## config.mk

```make
export PLATFORM = sky130hd
export DESIGN_NAME = unified_mem_arbiter
export DESIGN_NICKNAME = d
export VERILOG_FILES = /design/src/rtl/unified_mem_arbiter_pkg.sv /design/src/rtl/arb_timeout_counter.sv /design/src/rtl/unified_mem_arbiter.sv
export SDC_FILE = /design/constraint.sdc
export NUM_CORES = 1
export LEC_CHECK = 0
export ABC_AREA = 1
export CORE_MARGIN = 5
export CORE_UTILIZATION = 50
export CTS_CLUSTER_DIAMETER = 150
export CTS_CLUSTER_SIZE = 10
export DETAILED_ROUTE_END_ITERATION = 10
export DONT_BUFFER_PORTS = 1
export PLACE_DENSITY = 0.7
export RECOVER_POWER = 25
export SYNTH_ARGS = -nofsm -noshare
export SYNTH_HDL_FRONTEND = slang
export SYNTH_SLANG_ARGS = --single-unit
```

## constraint.sdc

```tcl
create_clock -name Clk -period 3.13 [get_ports Clk]
set_clock_uncertainty 0.05 [all_clocks]
set_input_delay 0.4695 -clock Clk [delete_from_list [all_inputs] [get_ports Clk]]
set_output_delay 0.4695 -clock Clk [all_outputs]
set_load 0.05 [all_outputs]
```

## src/rtl/unified_mem_arbiter_pkg.sv

```systemverilog
// Shared types and constants for the unified I/D memory arbiter.
// Size codes match the data-memory encoding so store sizes pass straight through.
package unified_mem_arbiter_pkg;

  typedef enum logic [1:0] {
    ARB_IDLE   = 2'd0,
    ARB_I_BUSY = 2'd1,
    ARB_D_BUSY = 2'd2
  } arb_state_e;

  localparam logic [1:0] SIZE_WORD = 2'b00;
  localparam logic [1:0] SIZE_HALF = 2'b01;
  localparam logic [1:0] SIZE_BYTE = 2'b10;

  localparam int DEF_STARVE_LIMIT = 4;
  localparam int DEF_ACK_TIMEOUT  = 16;

endpackage

```

## src/rtl/arb_timeout_counter.sv

```systemverilog
// Counter with synchronous clear, enable and saturation at LIMIT; tc is high while the count equals LIMIT.
// Latency: tc reflects the registered count. No backpressure; clear wins over enable.
module arb_timeout_counter #(
  parameter int LIMIT = 15
) (
  input  logic clk,
  input  logic rst_n,
  input  logic clr,
  input  logic en,
  output logic tc
);

  localparam int W = (LIMIT < 1) ? 1 : $clog2(LIMIT + 1);
  localparam logic [W-1:0] LIM = W'(LIMIT);

  logic [W-1:0] cnt;

  always_ff @(posedge clk or negedge rst_n) begin
    if (!rst_n) begin
      cnt <= '0;
    end else if (clr) begin
      cnt <= '0;
    end else if (en && !tc) begin
      cnt <= cnt + 1'b1;
    end
  end

  assign tc = (cnt == LIM);

endmodule

```

## src/rtl/unified_mem_arbiter.sv

```systemverilog
// Arbitrates one single-ported memory between fetch and load/store; data wins unless fetch has starved.
// Latency: request to Ready is 2 cycles with a zero-wait memory; requesters stall via StallIF/StallMEM until Ready.
module unified_mem_arbiter
  import unified_mem_arbiter_pkg::*;
#(
  parameter int ADDR_W       = 32,
  parameter int DATA_W       = 32,
  parameter int STARVE_LIMIT = DEF_STARVE_LIMIT,
  parameter int ACK_TIMEOUT  = DEF_ACK_TIMEOUT
) (
  input  logic              Clk,
  input  logic              Reset,
  input  logic              IReq,
  input  logic [ADDR_W-1:0] IAddr,
  output logic [DATA_W-1:0] IRdata,
  output logic              IReady,
  input  logic              DReq,
  input  logic              DWrite,
  input  logic [ADDR_W-1:0] DAddr,
  input  logic [DATA_W-1:0] DWdata,
  input  logic [1:0]        DSize,
  output logic [DATA_W-1:0] DRdata,
  output logic              DReady,
  output logic              MemReq,
  output logic              MemWe,
  output logic [ADDR_W-1:0] MemAddr,
  output logic [DATA_W-1:0] MemWdata,
  output logic [1:0]        MemSize,
  input  logic [DATA_W-1:0] MemRdata,
  input  logic              MemAck,
  output logic              StallIF,
  output logic              StallMEM,
  output logic              BusErr
);

  arb_state_e state;

  logic idle;
  logic busy;
  logic grant_d;
  logic grant_i;
  logic starve_tc;
  logic tmo_tc;
  logic done;
  logic timed_out;
  logic [DATA_W-1:0] rdata_eff;

  assign idle      = (state == ARB_IDLE);
  assign busy      = !idle;
  assign grant_d   = idle && DReq && (!IReq || !starve_tc);
  assign grant_i   = idle && !grant_d && IReq;
  assign done      = busy && (MemAck || tmo_tc);
  // An ack landing on the terminal watchdog cycle still counts as a clean completion.
  assign timed_out = busy && tmo_tc && !MemAck;
  assign rdata_eff = MemAck ? MemRdata : '0;

  arb_timeout_counter #(.LIMIT(STARVE_LIMIT)) u_starve_cnt (
    .clk   (Clk),
    .rst_n (Reset),
    .clr   (idle && (grant_i || !IReq)),
    .en    (grant_d && IReq),
    .tc    (starve_tc)
  );

  arb_timeout_counter #(.LIMIT(ACK_TIMEOUT - 1)) u_tmo_cnt (
    .clk   (Clk),
    .rst_n (Reset),
    .clr   (grant_d || grant_i),
    .en    (busy),
    .tc    (tmo_tc)
  );

  always_ff @(posedge Clk or negedge Reset) begin
    if (!Reset) begin
      state    <= ARB_IDLE;
      MemReq   <= 1'b0;
      MemWe    <= 1'b0;
      MemAddr  <= '0;
      MemWdata <= '0;
      MemSize  <= SIZE_WORD;
      IRdata   <= '0;
      DRdata   <= '0;
      IReady   <= 1'b0;
      DReady   <= 1'b0;
      BusErr   <= 1'b0;
    end else begin
      IReady <= 1'b0;
      DReady <= 1'b0;
      if (grant_d) begin
        state    <= ARB_D_BUSY;
        MemReq   <= 1'b1;
        MemWe    <= DWrite;
        MemAddr  <= DAddr;
        MemWdata <= DWdata;
        MemSize  <= DSize;
      end else if (grant_i) begin
        state    <= ARB_I_BUSY;
        MemReq   <= 1'b1;
        MemWe    <= 1'b0;
        MemAddr  <= IAddr;
        MemWdata <= '0;
        MemSize  <= SIZE_WORD;
      end else if (done) begin
        state  <= ARB_IDLE;
        MemReq <= 1'b0;
        if (state == ARB_I_BUSY) begin
          IReady <= 1'b1;
          IRdata <= rdata_eff;
        end else begin
          DReady <= 1'b1;
          if (!MemWe) begin
            DRdata <= rdata_eff;
          end
        end
        if (timed_out) begin
          BusErr <= 1'b1;
        end
      end
    end
  end

  assign StallIF  = IReq && !IReady;
  assign StallMEM = DReq && !DReady;

endmodule
```

After elaboration in Yosys (flattened, before gate mapping)
Cells that the tools add are included.
{"block": "totals", "ff_bits": 144, "inputBits": 136, "elab_cells": 82, "out_inout_bits": 137}
{"block": "classes", "n_addsub": 2, "bitwise_logic": 4, "reduce_logical": 33, "n_mux": 27, "n_eq_ne": 3}
{"operator": "$mux W32", "n": 5}
{"operator": "$logic_and A1 B1 Y1", "n": 13}
{"operator": "$mux W1", "n": 13}
{"operator": "$mux W2", "n": 5}
{"operator": "$logic_not A1 Y1", "n": 8}
{"operator": "$mux W4", "n": 2}
{"operator": "$reduce_and A4 Y1", "n": 2}
{"operator": "$mux W3", "n": 2}
{"operator": "$reduce_bool A2 Y1", "n": 3}
{"operator": "$reduce_and A5 Y1", "n": 1}
{"operator": "$add A4 B1 Y4 const B", "n": 1}
{"operator": "$eq A4 B4 Y1 const B", "n": 1}
{"operator": "$logic_or A1 B1 Y1", "n": 4}
{"operator": "$not A1 Y1", "n": 4}
{"operator": "$add A3 B1 Y3 const B", "n": 1}
{"operator": "$eq A3 B3 Y1 const B", "n": 1}
{"operator": "$reduce_bool A3 Y1", "n": 1}
{"operator": "$eq A2 B1 Y1 const B", "n": 1}
{"operator": "$logic_not A2 Y1", "n": 1}

Longest topological paths before layout
Gate-level depths: netlist (run 1).
{"block": "logic_depth", "ltp_word": 10, "ltp_mapped": 9, "ltp_nobuf": 8}

By module
Synthesis (run 1) repeated with hierarchy kept, for this count alone.
{"block": "unflattened", "cells_unflattened": 666, "hier_area_um2": 5988.2}
{"mod": "unified_mem_arbiter", "seq_area_each_um2": 3428.3, "n_inst": 1, "area_per_inst_um2": 5577.8, "cells_per_inst": 612}
{"mod": "arb_timeout_counter (u_tmo_cnt)", "seq_area_each_um2": 100.1, "n_inst": 1, "area_per_inst_um2": 225.2, "cells_per_inst": 29}
{"mod": "arb_timeout_counter (u_starve_cnt)", "seq_area_each_um2": 75.1, "n_inst": 1, "area_per_inst_um2": 185.2, "cells_per_inst": 25}

Worst setup path before layout (run 1)
OpenSTA, ideal clock, no wires.
{"block": "synth_path", "path_type": "input to output", "startpoint": "input DReq", "endpoint": "output StallMEM", "required_ps": 2610, "path_slack_ps": 971, "t_arrival_ps": 1639, "cell_stages": 4, "path_cell_list": "buf_2 buf_1 inv_1 nor2_1"}
{"block": "synth_via", "elab_chain_cells": 1}
{"item": "start: declaration", "line": "unified_mem_arbiter.sv:17", "text": "input logic DReq,"}
{"item": "$logic_and A1 B1 Y1", "line": "unified_mem_arbiter.sv:123", "text": "assign StallMEM = DReq && !DReady;"}
{"item": "end: declaration", "line": "unified_mem_arbiter.sv:32", "text": "output logic StallMEM,"}
Every way passes these cells.

Worst setup path in the final report (run 1)
{"block": "layout_path", "startpoint": "register IReady", "endpoint": "output StallIF"}
{"block": "layout_via", "elab_chain_cells": 2}
{"item": "start: declaration", "line": "unified_mem_arbiter.sv:16", "text": "output logic IReady,"}
{"item": "start signal: assignment", "line": "unified_mem_arbiter.sv:83", "text": "IReady <= 1'b0;"}
{"item": "start signal: assignment", "line": "unified_mem_arbiter.sv:87", "text": "IReady <= 1'b0;"}
{"item": "start signal: assignment", "line": "unified_mem_arbiter.sv:107", "text": "IReady <= 1'b1;"}
{"item": "$logic_not A1 Y1", "line": "unified_mem_arbiter.sv:122", "text": "assign StallIF = IReq && !IReady;"}
{"item": "$logic_and A1 B1 Y1", "line": "unified_mem_arbiter.sv:122"}
{"item": "end: declaration", "line": "unified_mem_arbiter.sv:31", "text": "output logic StallIF,"}
Every way passes these cells.

==> results.json, run 1 <==
{
  "outcome": "finished, violations left",
  "violations": "hold timing",
  "setup.worst_path.end": "StallIF",
  "hp-class": "in2async",
  "synthesis.area_mm2": 0.006105,
  "port_buffers": 0,
  "cts_root_buffer": "clkbuf_16",
  "most-common-layout-cells": "nand2_1 (305), dfrtp_1 (144), o21ai_0 (59)",
  "drt-total-wl_um": 15010,
  "slew_violations": 0,
  "cap_violations": 0,
  "synth.distinct_cells": 25,
  "ys_ff_latch": 144,
  "dieWidth_um": 120.5,
  "tns_ns": 0,
  "core_area_mm2": 0.01201,
  "crit_path_cell_trace": "nor2_1",
  "die_h_um": 120.5,
  "seq_area_mm2": 0.003603,
  "cts_max_path_buffers": 2,
  "syn_to_final_growth_pct": 9.674,
  "cts_tree": "done",
  "post-dp-hpwl_um": 10480,
  "post_cts_resized": 0,
  "drive_gt1_share_pct": 6.034,
  "synth_cells": 705,
  "ant_nets": 0,
  "floorplan.initialDensity_pct": 50.82,
  "initialDrtViolationCount": 224,
  "hold_slack_ns": -0.2844,
  "grt_pass1_wl_um": 23640,
  "cp.arrival_ns": 1.74,
  "yosys_warnings": 0,
  "worstSetupPathType": "reg2out",
  "ioPinCount": 273,
  "timing.rr.end": "MemAddr[28]",
  "antenna_found_initial": 1,
  "vias": 4606,
  "cts_setup_buffers": 0,
  "cpLargestDelayFamily": "simple AND/OR/NAND/NOR gates",
  "drc": 0,
  "final_cells": 843,
  "gp_routability_congestion": 0.8490,
  "final_common_cell": "nand2_1",
  "ff2ff_setup_slack_ns": 0.97,
  "fillCellCount": 1081,
  "cp_num_cells": 1,
  "worstMarginPinSlew_ns": 0.8845,
  "cts_max_level": 4,
  "cp-end-kind": "output pin",
  "seq_area_frac_synth_pct": 59.03,
  "fin_crit_sh_pct": 72.29,
  "reg2reg_depth": 9,
  "nets": 823,
  "dieArea_mm2": 0.01452,
  "avgSynthCellArea_um2": 8.659,
  "overflow": 0,
  "cp_data_required_time_ns": 2.61,
  "via_per_inst": 5.464,
  "hold_viol_final": 144,
  "r2r_start": "u_starve_cnt.cnt[0]",
  "rsz0062_at_grt": "no",
  "max_freq_mhz": 441.9,
  "grt_start_max_net_pins": 145,
  "rows": 40,
  "worstSetupStartpointType": "flip-flop",
  "clock_latency_ns": 0.40,
  "dp.cells": 812,
  "path_max_fanout": 2,
  "cp.buffers_inverters": 0,
  "clkTransAtPathRegs_ns": 0.06,
  "n_antenna_cell": 0,
  "crit_start": "IReady",
  "dr.pass1.iters": 5,
  "slowest_stage": "nor2_1",
  "cts_buffers": 17,
  "grt_usage_pct": 20.47,
  "max_stage_delay_ns": 0.77,
  "clock-sinks": 144,
  "multi_input_area_mm2": 0.002076,
  "fin_crit_ns": 2.263,
  "syn_nets": 844,
  "timing.slew.headroom_pct": 40.81,
  "setup-violations-final": 0,
  "wl_per_cell_um": 17.80,
  "grt_pass1_vias": 4587
}
[final cells by class]
cell class	instances	share of cell area, %
well taps	147	2.747
inverters	48	2.691
clock inverters	11	2.317
repair buffers	5	0.7475
flip-flops and latches	144	53.82
clock buffers	20	6.672
multi-input cells	468	31.00
[kinds of logic (layout without fill, tap and decap cells)]
family / after synthesis / in the layout / synth area share, %
XOR/XNOR: 3 / 3 / 0.4305
AO/OA/AOI/OAI: 107 / 107 / 9.039
flip-flops: 144 / 144 / 59.03
adder cells (fa/ha/maj): 3 / 3 / 0.6149
AND/OR/NAND/NOR: 355 / 355 / 23.88
buffers and inverters: 93 / 84 / 7.010
[state kept, by name, indices dropped and copies added, names as in the netlist]
name and cells:
BusErr 1, DRdata 32, DReady 1, IRdata 32, IReady 1, MemAddr 32
MemReq 1, MemSize 2, MemWdata 32, MemWe 1, state 2, u_starve_cnt.cnt 3
u_tmo_cnt.cnt 4
[cell usage after synthesis]
library cell  number  share of area (%)
a21oi_1            2               0.16
buf_1              3               0.18
buf_2             18                1.5
buf_4              7               0.86
buf_6              4               0.74
clkbuf_1          13               0.80
dfrtp_1          144                 59
ha_1               3               0.61
inv_1             47                2.9
inv_2              1              0.061
nand2_1          306                 19
nand2_2            1               0.10
nand3_1            4               0.33
nand3_2            2               0.33
nand3_4            1               0.29
nand4_1           33                3.4
nor2_1             6               0.37
nor2_4             1               0.18
nor3_1             1              0.082
o21ai_0           59                4.8
o21ai_1           42                3.4
o21ai_4            1               0.27
o21bai_1           1               0.12
o22ai_1            2               0.20
xor2_1             3               0.43
[layer usage]
layer | up-vias | wire [um] | GRT usage (%)
met5 | - | 12 | 0
met4 | 2 | 302 | 7.649
met3 | 25 | 1755 | 9.261
met2 | 222 | 7331 | 34.06
met1 | 2163 | 5603 | 23.19
li1 | 2194 | - | -
[worst register-to-register path: stages (launching register included)]
cell and delay [ns]:
dfrtp_1 0.38, inv_1 0.06, ha_1 0.20, nand3_2 0.09
nand3_2 0.50, buf_4 0.48, nand2_1 0.10, nand2_1 0.05
nand2_1 0.06, nand2_1 0.07
[worst min path at each step]
stage	start	endpoint
2_1_floorplan	Reset	BusErr
3_3_place_gp	Reset	MemWdata[15]
3_5_place_dp	Reset	MemWdata[20]
4_1_cts	Reset	MemWdata[20]
5_1_grt	Reset	MemWdata[10]
6_report	Reset	MemWdata[15]
[stage by stage]
stage	setup slack [ns]	area [um^2]	utilization, %
after floorplan	0.9713	6105	-
final	0.8672	6695	55.74
after detailed placement	0.9663	6093	50.73
after global routing	0.7340	6695	55.74
after global placement	1.066	6093	50.73
after CTS	0.8376	6695	55.74
Power of run 1 is not shown: default switching activity piles up to over one toggle a cycle in this logic, so the estimate is an artifact.
==> run 2: changes to the inputs <==
clock period = 2.1 ns   (was 3.13 ns; I/O delays follow)
==> results.json, run 2 (synthesis results as in run 1) <==
{
  "cts_max_path_buffers": 2,
  "ioPinCount": 273,
  "initialDrtViolationCount": 251,
  "cts_max_level": 4,
  "grt_pass1_vias": 4812,
  "worstSetupPathType": "reg2reg",
  "dpl_cell_area_mm2": 0.006171,
  "die_h_um": 120.5,
  "fillCellCount": 1057,
  "cp-end-kind": "flip-flop",
  "grt_pass1_wl_um": 24260,
  "final_common_cell": "nand2_1",
  "most-common-layout-cells": "nand2_1 (305), dfrtp_1 (144), o21ai_0 (59)",
  "wl_per_cell_um": 17.53,
  "dieArea_mm2": 0.01452,
  "clkTransAtPathRegs_ns": 0.06,
  "core_area_mm2": 0.01201,
  "max_stage_delay_ns": 0.46,
  "rsz0062_at_grt": "no",
  "grt_start_max_net_pins": 145,
  "tns_ns": 0,
  "rows": 40,
  "cp.arrival_ns": 2.13,
  "hold_slack_ns": -0.4504,
  "top_layer_used": "met4",
  "cts_buffers": 17,
  "cpLargestDelayFamily": "simple AND/OR/NAND/NOR gates",
  "dp_worst_setup_slack_ns": 0.2173,
  "nets": 858,
  "post-dp-hpwl_um": 10560,
  "dieWidth_um": 120.5,
  "slew_violations": 0,
  "timing.slew.headroom_pct": 59.94,
  "slowest_stage": "nand3_4",
  "via_per_inst": 5.385,
  "outcome": "finished, violations left",
  "hold_viol_final": 144,
  "wl_met1_um": 5874,
  "met3_length_um": 1740,
  "clock_latency_ns": 0.41,
  "vias": 4728,
  "port_buffers": 0,
  "gp_routability_congestion": 0.8361,
  "drive_gt1_share_pct": 6.840,
  "crit_path_cell_trace": "ha_1 > nand3_1 > nand2_2 > nand3_4 > o21ai_0",
  "cp.buffers_inverters": 0,
  "worstMarginPinSlew_ns": 0.6009,
  "drc": 0,
  "cts_root_buffer": "clkbuf_16",
  "cp_data_required_time_ns": 2.35,
  "wl_met2_um": 7462,
  "setup-violations-final": 0,
  "post-route-cell-area_mm2": 0.006998,
  "cap_violations": 0,
  "syn_to_final_growth_pct": 14.63,
  "ant_nets": 0,
  "clock-sinks": 144,
  "cts_hold_buf": 28,
  "n_antenna_cell": 0,
  "drt-total-wl_um": 15390,
  "fin_crit_ns": 1.875,
  "max_freq_mhz": 533.3,
  "grt_usage_pct": 21.25,
  "violations": "hold timing",
  "fin_crit_sh_pct": 89.29,
  "hp-class": "in2async",
  "worstSetupStartpointType": "flip-flop",
  "layout_setup_ws_ns": 0.2249,
  "cts_tree": "done",
  "overflow": 0,
  "antenna_found_initial": 0,
  "floorplan.initialDensity_pct": 50.82,
  "dr.pass1.iters": 7,
  "path_max_fanout": 64
}
-- run 2: changes by cell type in the layout (fill, tap and decap cells not counted), sizes merged --
cell         delta
clkinvlp        -3
clkinv          +7
buf             +7
dlygate4sd3    +28
inv             -2
bufinv          -2
-- run 2: worst paths after layout --
| path | start | endpoint | slack (ns) | cells past startpoint |
|---|---|---|---|---|
| worst max register to register | u_tmo_cnt.cnt[0] | DRdata[11] | 0.22 | 5 |
| worst min register to register | u_tmo_cnt.cnt[1] | u_tmo_cnt.cnt[1] | 0.46 | 2 |
| min in group Clk | DWdata[2] | MemWdata[2] | 0.01 | 2 |
| worst min-delay path | Reset | MemWdata[15] | -0.45 | 0 |
| worst max-delay path | u_tmo_cnt.cnt[0] | DRdata[11] | 0.22 | 5 |
| max in group asynchronous | Reset | MemAddr[30] | 2.24 | 0 |
-- run 2: what timing repair did --
action,in CTS,in global routing
setup endpoints to repair,0,0
buffers inserted,0,0
endpoints found under the hold margin,172,144
gates resized for setup,0,0
-- run 2: stage by stage --
step	std cells	util, %	hold slack [ns]
after global placement	819	51.38	-0.02734
final	878	58.26	-0.4504
after detailed placement	819	51.38	-0.02731
after global routing	878	58.26	-0.4800
after CTS	878	58.26	-0.4697
after floorplan	705	-	-0.03059
-- run 2: worst register-to-register path: cells and delay by family (launching register included) --
family,cells,cell delay [ns]
adders and majority gates,1,0.20
DFF,1,0.38
and+or+nand+nor,3,0.74
AOI/OAI and AO/OA,1,0.41
-- run 2: layout make-up --
cell class	count	area [um^2]	share of cell area [%]
Inverter	48	180.2	2.575
Clock buffer	20	456.7	6.526
Clock inverter	11	90.09	1.287
Multi-Input combinational cell	468	2076	29.66
Timing Repair Buffer	40	407.9	5.829
Sequential cell	144	3603	51.49
Tap cell	147	183.9	2.628
-- run 2: per-layer routing --
| metal | track usage, % | vias to the layer above |
|---|---|---|
| li1 | - | 2269 |
| met1 | 24.64 | 2211 |
| met3 | 9.308 | 22 |
| met5 | 0 | - |
| met4 | 8.286 | 0 |
| met2 | 34.79 | 226 |
Power of run 2 is left out for the same reason.
==> run 3: changes to the inputs <==
ABC_AREA = not set   (was 1)
==> results.json, run 3 <==
{
  "outcome": "finished, violations left",
  "violations": "hold timing",
  "core_area_mm2": 0.01206,
  "cap_violations": 0,
  "power_leakage_nw": 3.334,
  "yosysTopAreaCellShare_pct": 58.32,
  "nets": 659,
  "yosysMostFrequentCell": "dfrtp_1",
  "ff2ff_setup_slack_ns": 0.22,
  "clock_latency_ns": 0.41,
  "powerDensity_mw_per_mm2": 2039,
  "port_buffers": 0,
  "grt_pass1_vias": 4661,
  "post_cts_resized": 0,
  "path_max_fanout": 40,
  "synthArstFlopShare_pct": 100.0,
  "dp_worst_setup_slack_ns": 0.2263,
  "synthesis.area_mm2": 0.006178,
  "clock-sinks": 144,
  "cp_data_required_time_ns": 2.34,
  "rsz0062_at_grt": "no",
  "layout_setup_ws_ns": 0.2154,
  "die_h_um": 121.2,
  "cp-end-kind": "flip-flop",
  "cts_setup_buffers": 0,
  "hold_slack_ns": -0.4488,
  "ys_ff_latch": 144,
  "grt.met1_usage_pct": 25.53,
  "cts_max_path_buffers": 2,
  "final_common_cell": "dfrtp_1",
  "timing.rr.end": "MemAddr[28]",
  "cts_max_level": 4,
  "cts_tree": "done",
  "synth_area_leaders": "dfrtp_1 (58%), a22o_1 (8.9%), a311o_1 (5.2%)",
  "slew_violations": 0,
  "yosysTopAreaCell": "dfrtp_1",
  "overflow": 0,
  "dieWidth_um": 121.2,
  "reg2reg_depth": 5,
  "r2r_start": "state[1]",
  "fin_crit_ns": 1.885,
  "final_util_pct": 62.24,
  "fin_crit_sh_pct": 89.74,
  "setup-violations-final": 0,
  "cts_hold_buf": 55,
  "seq_area_frac_synth_pct": 58.32,
  "synth_edf_count": 0,
  "rows": 40,
  "cts_root_buffer": "clkbuf_16",
  "avgSynthCellArea_um2": 13.06,
  "drt-total-wl_um": 16950,
  "dieArea_mm2": 0.01468,
  "max_freq_mhz": 530.6,
  "cts_buffers": 17,
  "syn_to_final_growth_pct": 21.51,
  "initialDrtViolationCount": 253,
  "post-dp-hpwl_um": 10990,
  "dr.pass1.iters": 4,
  "yosys_warnings": 0,
  "clkTransAtPathRegs_ns": 0.06,
  "tns_ns": 0,
  "most-common-layout-cells": "dfrtp_1 (144), a22o_1 (63), dlygate4sd3_1 (57)",
  "syn_nets": 612,
  "grtUsageMet3_pct": 9.650,
  "timing.slew.headroom_pct": 62.48,
  "hp-class": "in2async",
  "worstSetupStartpointType": "flip-flop",
  "synth.distinct_cells": 33,
  "ant_nets": 0,
  "synth_cells": 473,
  "synthTopCellsByCount": "dfrtp_1 (144), a22o_1 (63), a311o_1 (32), and4_1 (32), o21a_1 (32)",
  "gp_routability_congestion": 0.7552,
  "drc": 0,
  "cp.arrival_ns": 2.12,
  "worstMarginPinSlew_ns": 0.5628,
  "ir_drop_uv": 980.4,
  "vias": 4371,
  "wl_per_cell_um": 24.14,
  "worstSetupPathType": "reg2reg",
  "grt_pass1_wl_um": 25890,
  "antenna_found_initial": 2,
  "ioPinCount": 273,
  "via_per_inst": 6.226,
  "floorplan.initialDensity_pct": 51.22,
  "globalRoute.busiestLayer": "met2",
  "grt_usage_pct": 22.76,
  "grt_use_met2_pct": 38.45,
  "crit_start": "state[1]",
  "synth-main-ff-cell": "dfrtp_1",
  "grt_start_max_net_pins": 145,
  "drive_gt1_share_pct": 16.17,
  "hold_viol_final": 144
}
## run 3: worst max path at each step
stage | to | slack [ns]
after floorplan | IRdata[22] | 0.28
final | MemAddr[28] | 0.22
after CTS | IRdata[9] | 0.21
after global routing | IRdata[9] | 0.10
after global placement | MemAddr[23] | 0.26
after detailed placement | MemAddr[6] | 0.23
## run 3: cell families after synthesis
| family | after synthesis | share of synthesized area [%] |
|---|---|---|
| fa+ha+maj | 3 | 0.6076 |
| simple gates | 91 | 10.23 |
| buf+inv | 55 | 4.455 |
| flops | 144 | 58.32 |
| compound gates | 146 | 20.31 |
| mux | 34 | 6.075 |
## run 3: where the power goes
group | switching (mW) | leakage (nW) | internal, mW
Clock | 1.11 | 0.294 | 1.99
Sequential | 5.13 | 1.80 | 3.91
Combinational | 1.51 | 1.24 | 1.66
## run 3: layer usage
| layer | vias to the layer above | wire length [um] |
|---|---|---|
| met5 | - | 11 |
| met4 | 2 | 341 |
| met3 | 33 | 1701 |
| met2 | 224 | 8662 |
| met1 | 2209 | 6228 |
| li1 | 1903 | - |
## run 3: through the flow
stage          power, mW  instance area, um^2  std cells
2_1_floorplan      11.27                 6178        473
5_1_grt            15.94                 7505        701
6_report           15.30                 7507        702
4_1_cts            15.37                 7482        698
3_3_place_gp       11.98                 6316        612
3_5_place_dp       12.15                 6316        612
## run 3: layout make-up
cell class	instances	area [um^2]
Inverter	8	30.03
Sequential cell	144	3603
Fill cell	951	4554
Multi-Input combinational cell	274	2312
Antenna cell	2	5.005
Clock inverter	9	131.4
Tap cell	168	210.2
Timing Repair Buffer	75	730.7
Clock buffer	22	484.2
## run 3: worst max-delay path, cell delays in order (launching register included)
cell     delay, ns
dfrtp_1       0.49
or2_1         0.15
buf_4         0.37
nor2_2        0.09
buf_4         0.23
a311o_1       0.38
Note: power is estimated with default switching activity, not from simulation.
